[config.mk]
export PLATFORM = sky130hd
export DESIGN_NAME = sfifo_arbiter_flat
export DESIGN_NICKNAME = d
export VERILOG_FILES = /design/src/rtl/sfifo_arbiter_if.sv /design/src/rtl/sfifo_arbiter.sv /design/src/flat_wrapper.sv
export SDC_FILE = /design/constraint.sdc
export NUM_CORES = 1
export LEC_CHECK = 0
export ABC_AREA = 1
export CAP_MARGIN = 5
export CORE_UTILIZATION = 49
export DETAILED_ROUTE_END_ITERATION = 12
export PLACE_DENSITY = 0.87
export SYNTH_ARGS = -nofsm -noshare
export SYNTH_HDL_FRONTEND = slang
export SYNTH_SLANG_ARGS = --single-unit
[constraint.sdc]
create_clock -name clk -period 4.1 [get_ports clk]
set_input_delay 1.025 -clock clk [delete_from_list [all_inputs] [get_ports clk]]
set_output_delay 1.025 -clock clk [all_outputs]
set_load 0.02 [all_outputs]
[src/rtl/sfifo_arbiter_if.sv]
// Bus between the producer/consumer/sfifo side and the sfifo_arbiter.
// The arbiter connects through the slave modport.
interface sfifo_arbiter_if #(
  parameter int unsigned NREQ  = 4,
  parameter int unsigned WIDTH = 8,
  parameter int unsigned DEPTH = 8
);
  localparam int unsigned OCC_W = $clog2(DEPTH) + 1;

  logic [NREQ-1:0]       req;
  logic [NREQ*WIDTH-1:0] wdata;
  logic [NREQ-1:0]       gnt;
  logic                  rd_req;
  logic                  rd_ack;
  logic                  fifo_write_enable;
  logic [WIDTH-1:0]      fifo_data_in;
  logic                  fifo_read_enable;
  logic                  fifo_full;
  logic                  fifo_empty;
  logic [OCC_W-1:0]      occupancy;
  logic                  err;

  modport master (
    output req, wdata, rd_req, fifo_full, fifo_empty,
    input  gnt, rd_ack, fifo_write_enable, fifo_data_in, fifo_read_enable,
           occupancy, err
  );

  modport slave (
    input  req, wdata, rd_req, fifo_full, fifo_empty,
    output gnt, rd_ack, fifo_write_enable, fifo_data_in, fifo_read_enable,
           occupancy, err
  );
endinterface

[src/rtl/sfifo_arbiter.sv]
// Round-robin write arbiter and read gate in front of the 8-deep sfifo.
// Tracks its own occupancy so the FIFO is never written full or read empty.
module sfifo_arbiter #(
  parameter int unsigned NREQ  = 4,
  parameter int unsigned WIDTH = 8,
  parameter int unsigned DEPTH = 8
) (
  input  logic           clk,
  input  logic           reset,
  sfifo_arbiter_if.slave bus
);
  localparam int unsigned OCC_W = $clog2(DEPTH) + 1;
  localparam int unsigned IDX_W = $clog2(NREQ);

  logic [OCC_W-1:0] occ_q, occ_d;
  logic [IDX_W-1:0] last_q, last_d;
  logic             pend_q, pend_d;
  logic [WIDTH-1:0] data_q, data_d;
  logic             err_q, err_d;

  logic [NREQ-1:0]  gnt_c;
  logic [IDX_W-1:0] win_idx;
  logic             accept;
  logic             eligible;
  logic             rd_ack_c;
  int unsigned      idx;

  // Search from last+1 upward, wrapping; the first requester wins if a slot is free.
  always_comb begin
    gnt_c    = '0;
    win_idx  = '0;
    accept   = 1'b0;
    idx      = 0;
    eligible = reset && (occ_q < OCC_W'(DEPTH));
    for (int unsigned k = 1; k <= NREQ; k++) begin
      idx = (32'(last_q) + k) % NREQ;
      if (eligible && !accept && bus.req[IDX_W'(idx)]) begin
        accept                = 1'b1;
        win_idx               = IDX_W'(idx);
        gnt_c[IDX_W'(idx)]    = 1'b1;
      end
    end
  end

  // Only words already stored in the FIFO are readable; the in-flight write is excluded.
  always_comb begin
    rd_ack_c = reset && bus.rd_req && ((occ_q - OCC_W'(pend_q)) != '0);
    occ_d    = occ_q + OCC_W'(accept) - OCC_W'(rd_ack_c);
    last_d   = accept ? win_idx : last_q;
    pend_d   = accept;
    data_d   = data_q;
    for (int unsigned i = 0; i < NREQ; i++) begin
      if (gnt_c[i]) data_d = bus.wdata[i*WIDTH +: WIDTH];
    end
    err_d    = err_q | (pend_q & bus.fifo_full) | (rd_ack_c & bus.fifo_empty);
  end

  always_ff @(posedge clk or negedge reset) begin
    if (!reset) begin
      occ_q  <= '0;
      last_q <= IDX_W'(NREQ - 1);
      pend_q <= 1'b0;
      data_q <= '0;
      err_q  <= 1'b0;
    end else begin
      occ_q  <= occ_d;
      last_q <= last_d;
      pend_q <= pend_d;
      data_q <= data_d;
      err_q  <= err_d;
    end
  end

  assign bus.gnt               = gnt_c;
  assign bus.rd_ack            = rd_ack_c;
  assign bus.fifo_read_enable  = rd_ack_c;
  assign bus.fifo_write_enable = pend_q;
  assign bus.fifo_data_in      = data_q;
  assign bus.occupancy         = occ_q;
  assign bus.err               = err_q;
endmodule
[src/flat_wrapper.sv]
// flat-port wrapper written by rule: the top's interface ports become plain ports
module sfifo_arbiter_flat 
#(
  parameter int unsigned NREQ  = 4,
  parameter int unsigned WIDTH = 8,
  parameter int unsigned DEPTH = 8
)
  (clk, reset, bus_req, bus_wdata, bus_rd_req, bus_fifo_full, bus_fifo_empty, bus_gnt, bus_rd_ack, bus_fifo_write_enable, bus_fifo_data_in, bus_fifo_read_enable, bus_occupancy, bus_err);
  sfifo_arbiter_if #(.NREQ(NREQ), .WIDTH(WIDTH), .DEPTH(DEPTH)) bus_i ();
  input  logic clk;
  input  logic reset;
  input wire logic [$bits(bus_i.req)-1:0] bus_req;
  input wire logic [$bits(bus_i.wdata)-1:0] bus_wdata;
  input wire logic [$bits(bus_i.rd_req)-1:0] bus_rd_req;
  input wire logic [$bits(bus_i.fifo_full)-1:0] bus_fifo_full;
  input wire logic [$bits(bus_i.fifo_empty)-1:0] bus_fifo_empty;
  output wire logic [$bits(bus_i.gnt)-1:0] bus_gnt;
  output wire logic [$bits(bus_i.rd_ack)-1:0] bus_rd_ack;
  output wire logic [$bits(bus_i.fifo_write_enable)-1:0] bus_fifo_write_enable;
  output wire logic [$bits(bus_i.fifo_data_in)-1:0] bus_fifo_data_in;
  output wire logic [$bits(bus_i.fifo_read_enable)-1:0] bus_fifo_read_enable;
  output wire logic [$bits(bus_i.occupancy)-1:0] bus_occupancy;
  output wire logic [$bits(bus_i.err)-1:0] bus_err;
  assign bus_i.req = bus_req;
  assign bus_i.wdata = bus_wdata;
  assign bus_i.rd_req = bus_rd_req;
  assign bus_i.fifo_full = bus_fifo_full;
  assign bus_i.fifo_empty = bus_fifo_empty;
  assign bus_gnt = bus_i.gnt;
  assign bus_rd_ack = bus_i.rd_ack;
  assign bus_fifo_write_enable = bus_i.fifo_write_enable;
  assign bus_fifo_data_in = bus_i.fifo_data_in;
  assign bus_fifo_read_enable = bus_i.fifo_read_enable;
  assign bus_occupancy = bus_i.occupancy;
  assign bus_err = bus_i.err;
  sfifo_arbiter #(.NREQ(NREQ), .WIDTH(WIDTH), .DEPTH(DEPTH)) u_core (.clk(clk), .reset(reset), .bus(bus_i));
endmodule
==> run_results.csv, run 1 <==
group,metric,value,unit
sta,worstMarginPinSlew,0.410,ns
routing,wl_per_cell,12.1,µm
die,design.die.area,3660,µm²
routing,wirelength,4270,µm
sta,fin_crit_sh,0.964,
sta,drv_slew,0,
yosys,yosys_warnings,0,
clocking,clock-root-buffer,"clkbuf_4",
place,io_buffers,60,
clocking,cts_buffer_depth,2,
layout,final_cells,353,
worst_setup_path,arrival,2.93,ns
clocking,clock-sinks,16,
clocking,cts_tree,"yes",
yosys,ys.flop_type,"dfrtp_1",
sta,worst_slack,0.147,ns
power_and_ir_drop,p_per_area,785,nW/µm²
status,outcome,"completed",
yosys,synth.yosys.seq_area_share,0.240,
worst_hold_path,hold_class,"reg2reg",
place,place.gp.congestion,0.936,
clocking,h-tree-depth,1,
layout,drive_above_1_share,0.172,
yosys,synth.most_common_cell,"nand2_1",
power_and_ir_drop,ir_drop,0.000420,V
sta,fin_crit,3.95,ns
yosys,synth_top_family_by_area,"simple AND/OR/NAND/NOR gates",
clocking,clock_latency,0.28,ns
yosys,netlist_top_cells_area,"dfrtp_1 21%, nand2_1 14%, ha_1 11%",
clocking,cts.clk_slew.worst_paths,0.09,ns
layout,diodes,0,
yosys,synth.net_count,290,
worst_setup_path,required,3.07,ns
sta,setup-tns-final,0,ns
routing,drcViolationCount,0,
sta,rsz0062_at_grt,"false",
grt,grt_max_degree,18,
yosys,syn_area_per_cell,7.20,µm²
yosys,synth_cell_types,29,
place,dp_hpwl,3490,µm
place,placed_cells,346,
layout,area_delta_synth_final,47.6,%
yosys,synth_cells,233,
sta,setup_violations,0,
yosys,yosysTopAreaCell,"dfrtp_1",
die,ios,61,
grt,overflow,0,
yosys,synth-xor-area-share,0.0209,
die,core-area,3150,µm²
worst_setup_path,cp-start-kind,"primary input",
worst_setup_path,cp-end-kind,"output pin",
yosys,synth-seq-cells,16,
place,pre_cts_ws,0.00364,ns
die,start_util,0.532,
die,die_x,60.5,µm
yosys,synth_compound_area_frac,0.113,
yosys,syn_area,1680,µm²
routing,dr.first_iter.drc_count,84,
grt,grt_pass1_wl,6580,µm
sta,hold_viol_final,0,
sta,finClkSkew,0.00300,ns
layout,fin_util,0.785,
yosys,synth_mux_area_frac,0,
yosys,synth_fa_ha_area_frac,0.124,
routing,ant_nets,0,
die,num_rows,20,
yosys,synth-edff-count,0,
die,chipHeight,60.5,µm
yosys,synthArstFlopShare,1.00,
grt,grt_pass1_vias,1603,
layout,nets,367,
yosys,synth_commonest_cells,"64 x nand2_1, 33 x inv_1, 26 x a21oi_1, 25 x nand3_1, 15 x ha_1",
job,drv_cap,0,
grt,antenna_found_initial,0,
sta,relSlewSlack,0.725,
grt,grtUsageTotal,0.236,
routing,first_pass_iters,4,
sta,fmax,0.253,GHz
routing,routed-via-count,1787,
routing,viasPerCell,5.06,
worst_setup_path,crit_type,"in2out",
yosys,synth-simple-area-share,0.415,
power_and_ir_drop,cellLeakagePower,1.28,nW
worst_setup_path,worstPathMaxFanout,17,
yosys,synth_top_area_frac,0.209,
clocking,cts_buffers,3,
==> worst max-delay path, stage by stage <==
cell and delay, ns:
clkdlybuf4s50_1 0.53, buf_4 0.27, nand2_1 0.08, a31oi_1 0.34
clkdlybuf4s50_1 0.68
==> final timing paths <==
kind	start	slack [ns]	depth (start not counted)	end
worst max register to register	u_core.last_q[1]$_DFFE_PN1P_	1.19	15	u_core.bus.occupancy[2]$_DFF_PN0_
max in group asynchronous	reset	2.69	2	u_core.last_q[1]$_DFFE_PN1P_
min in group asynchronous	reset	1.16	2	u_core.bus.fifo_data_in[5]$_DFFE_PN0P_
worst max-delay path	reset	0.15	5	bus_fifo_read_enable
worst min-delay path	u_core.bus.fifo_data_in[4]$_DFFE_PN0P_	0.49	2	u_core.bus.fifo_data_in[4]$_DFFE_PN0P_
worst min register to register	u_core.bus.fifo_data_in[4]$_DFFE_PN0P_	0.49	2	u_core.bus.fifo_data_in[4]$_DFFE_PN0P_
==> logic make-up after synthesis <==
kind of cell    Yosys count
compound gates           33
xor+xnor                  4
fa+ha+maj                16
buf+inv                  37
flops                    16
simple gates            127
==> report_power, final <==
part	switching, mW	total, mW	internal, mW	leakage [nW]
logic	0.904	1.52	0.618	1.07
clock network	0.0488	0.103	0.0541	0.0210
registers	0.0640	0.318	0.254	0.187
==> layout by cell type (no fill, tap or decap), drive strengths merged, types with 2 or more instances in the layout <==
cell	n
nand2	77
a31oi	2
dlymetal6s2s	3
inv	35
nor3	4
nor2	13
clkbuf	4
xor2	4
a21oi	26
dfrtp	14
buf	14
ha	15
o21ai	2
clkdlybuf4s50	56
nand3	31
dfstp	2
==> registers in the layout (all words and copies together), names as in the netlist <==
signal                        cells
u_core.bus.fifo_data_in           8
u_core.bus.occupancy              4
u_core.last_q                     2
u_core.bus.err                    1
u_core.bus.fifo_write_enable      1
==> cell type report <==
type	count	area, µm²
clock buffers	4	36.3
fillers	240	678
inverters	35	131
multi-input cells	180	1140
flip-flops and latches	16	403
well taps	44	55.1
repair buffers	74	712
==> what timing repair did <==
action | 4_1_cts | 5_1_grt
pin swaps | 0 | 1
gates resized for setup | 2 | 4
setup buffers | 0 | 3
hold buffers | 0 | 0
endpoints found under the setup margin | 2 | 3
==> layer usage <==
metal | track usage | share of wire | up-vias
li1 | - | - | 908
met1 | 0.302 | 0.45 | 807
met2 | 0.419 | 0.49 | 68
met3 | 0.0299 | 0.051 | 4
met4 | 0.0617 | 0.0094 | 0
met5 | 0 | 0 | -
==> stage by stage <==
| step | cell area, µm² | hold WS (ns) | power [mW] |
|---|---|---|---|
| floorplan | 1680 | 0.579 | 1.34 |
| global placement | 2400 | 0.464 | 1.76 |
| detailed placement | 2400 | 0.465 | 1.81 |
| CTS | 2440 | 0.489 | 1.92 |
| global route | 2470 | 0.514 | 2.13 |
| finish | 2470 | 0.488 | 1.94 |
(Power assumes the default switching activity.)
==> inputs of run 2 (changes only) <==
PLACE_DENSITY = 0.85   (was 0.87)
==> run_results.csv, run 2 (synthesis results as in run 1) <==
group,metric,value,unit
sta,worst_slack,0.0947,ns
layout,regArea,403,µm²
grt,grt_pass1_vias,1589,
routing,ant_nets,0,
routing,wirelength,4320,µm
routing,drcViolationCount,0,
clocking,clock-sinks,16,
worst_hold_path,hold_class,"reg2reg",
clocking,clock-root-buffer,"clkbuf_4",
worst_setup_path,required,3.07,ns
layout,area_delta_synth_final,49.2,%
layout,layout_commonest_cell,"nand2_1",
worst_setup_path,cp-end-kind,"output pin",
die,core-area,3150,µm²
place,dp_hpwl,3500,µm
grt,antenna_found_initial,0,
power_and_ir_drop,p_switching,1.03,mW
power_and_ir_drop,p_seq_frac,0.167,
power_and_ir_drop,power.internal,0.950,mW
clocking,cts_buffers,3,
worst_setup_path,worstPathMaxFanout,5,
clocking,h-tree-depth,1,
worst_setup_path,crit_type,"in2out",
die,ios,61,
sta,hold_slack,0.491,ns
power_and_ir_drop,p_comb_frac,0.781,
layout,drive_above_1_share,0.186,
clocking,clock_latency,0.29,ns
clocking,ctsHoldBuffers,0,
power_and_ir_drop,ir_drop,0.000459,V
routing,wl_per_cell,12.2,µm
power_and_ir_drop,clkPwrFrac,0.052,
routing,routed-via-count,1768,
power_and_ir_drop,cellLeakagePower,1.28,nW
sta,worstMarginPinSlew,0.365,ns
sta,setup-tns-final,0,ns
worst_setup_path,reg2reg_depth,14,
sta,finClkSkew,0.00602,ns
place,post_dp_cell_area,2400,µm²
grt,grt_max_degree,18,
place,place.gp.congestion,0.919,
layout,diodes,0,
die,start_util,0.532,
place,io_buffers,60,
power_and_ir_drop,p_per_area,792,nW/µm²
layout,fill_cells,224,
sta,fin_crit_sh,0.977,
die,die_x,60.5,µm
clocking,cts_buffer_depth,2,
grt,grtUsageTotal,0.246,
routing,first_pass_iters,4,
layout,nets,369,
worst_setup_path,arrival,2.98,ns
routing,dr.first_iter.drc_count,73,
sta,fmax,0.250,GHz
worst_hold_path,min_path_cells,2,
status,outcome,"completed",
grt,gr-usage-met2,0.411,
layout,mostFrequentLayoutCells,"64 x nand2_1, 57 x clkdlybuf4s50_1, 33 x inv_1, 26 x a21oi_1, 25 x nand3_1",
layout,final_cell_area,2500,µm²
job,drv_cap,0,
place,placed_cells,346,
routing,viasPerCell,4.98,
power_and_ir_drop,finalPower,1.98,mW
worst_setup_path,cp-start-kind,"primary input",
grt,grt_use_met1,0.322,
layout,final_cells,355,
layout,fin_util,0.793,
grt,grt_pass1_wl,6750,µm
sta,drv_slew,0,
place,pre_cts_ws,-0.0825,ns
sta,setup_violations,0,
grt,busiest_layer,"met2",
die,chipHeight,60.5,µm
layout,largest_register_ffs,8,
die,design.die.area,3660,µm²
sta,hold_viol_final,0,
die,num_rows,20,
layout,multi_input_area,1150,µm²
grt,overflow,0,
clocking,cts.clk_slew.worst_paths,0.09,ns
sta,relSlewSlack,0.754,
clocking,cts_tree,"yes",
sta,fin_crit,4.01,ns
power_and_ir_drop,p_sw_frac,0.520,
grt,grtUsageMet3,0.0320,
[run 2: cell type report]
type | count | area share
timing repair buffer | 76 | 0.291
multi-input combinational | 180 | 0.459
tap | 44 | 0.0220
clock buffer | 4 | 0.0145
inverter | 35 | 0.0525
sequential | 16 | 0.161
[run 2: per-layer routing]
layer	vias to the layer above	share of wire	wire [µm]
met4	0	0.012	53
met2	63	0.51	2190
li1	908	-	-
met1	790	0.43	1880
met3	7	0.045	195
met5	-	0	0
[run 2: worst max-delay path, cell delays in order]
cell,delay [ns]
clkdlybuf4s50_1,0.43
nand2_1,0.13
nand3_2,0.13
nand2_1,0.09
nand3_1,0.19
nor3_2,0.25
nor2_4,0.06
nand2_4,0.06
clkdlybuf4s50_1,0.61
[run 2: timing repair]
action                     in CTS  in global routing
pin swaps                       0                  2
setup endpoints to repair       4                  4
setup buffers                   0                  5
gates resized for setup         3                  5
[run 2: worst paths after layout]
path	from	end	slack (ns)
min reg2reg	u_core.bus.fifo_data_in[2]$_DFFE_PN0P_	u_core.bus.fifo_data_in[2]$_DFFE_PN0P_	0.49
max in group asynchronous	reset	u_core.last_q[1]$_DFFE_PN1P_	2.76
min	u_core.bus.fifo_data_in[2]$_DFFE_PN0P_	u_core.bus.fifo_data_in[2]$_DFFE_PN0P_	0.49
max	bus_req[3]	bus_gnt[3]	0.09
min in group asynchronous	reset	u_core.bus.fifo_data_in[6]$_DFFE_PN0P_	1.09
max reg2reg	u_core.last_q[1]$_DFFE_PN1P_	u_core.bus.occupancy[2]$_DFF_PN0_	1.24
[run 2: power by group through the flow]
stage / sequential [mW] / clock, mW / combinational [mW]
global placement: 0.331 / 0 / 1.43
finish: 0.331 / 0.103 / 1.55
detailed placement: 0.333 / 0 / 1.48
floorplan: 0.397 / 0 / 0.945
global route: 0.342 / 0.113 / 1.72
CTS: 0.332 / 0.106 / 1.50
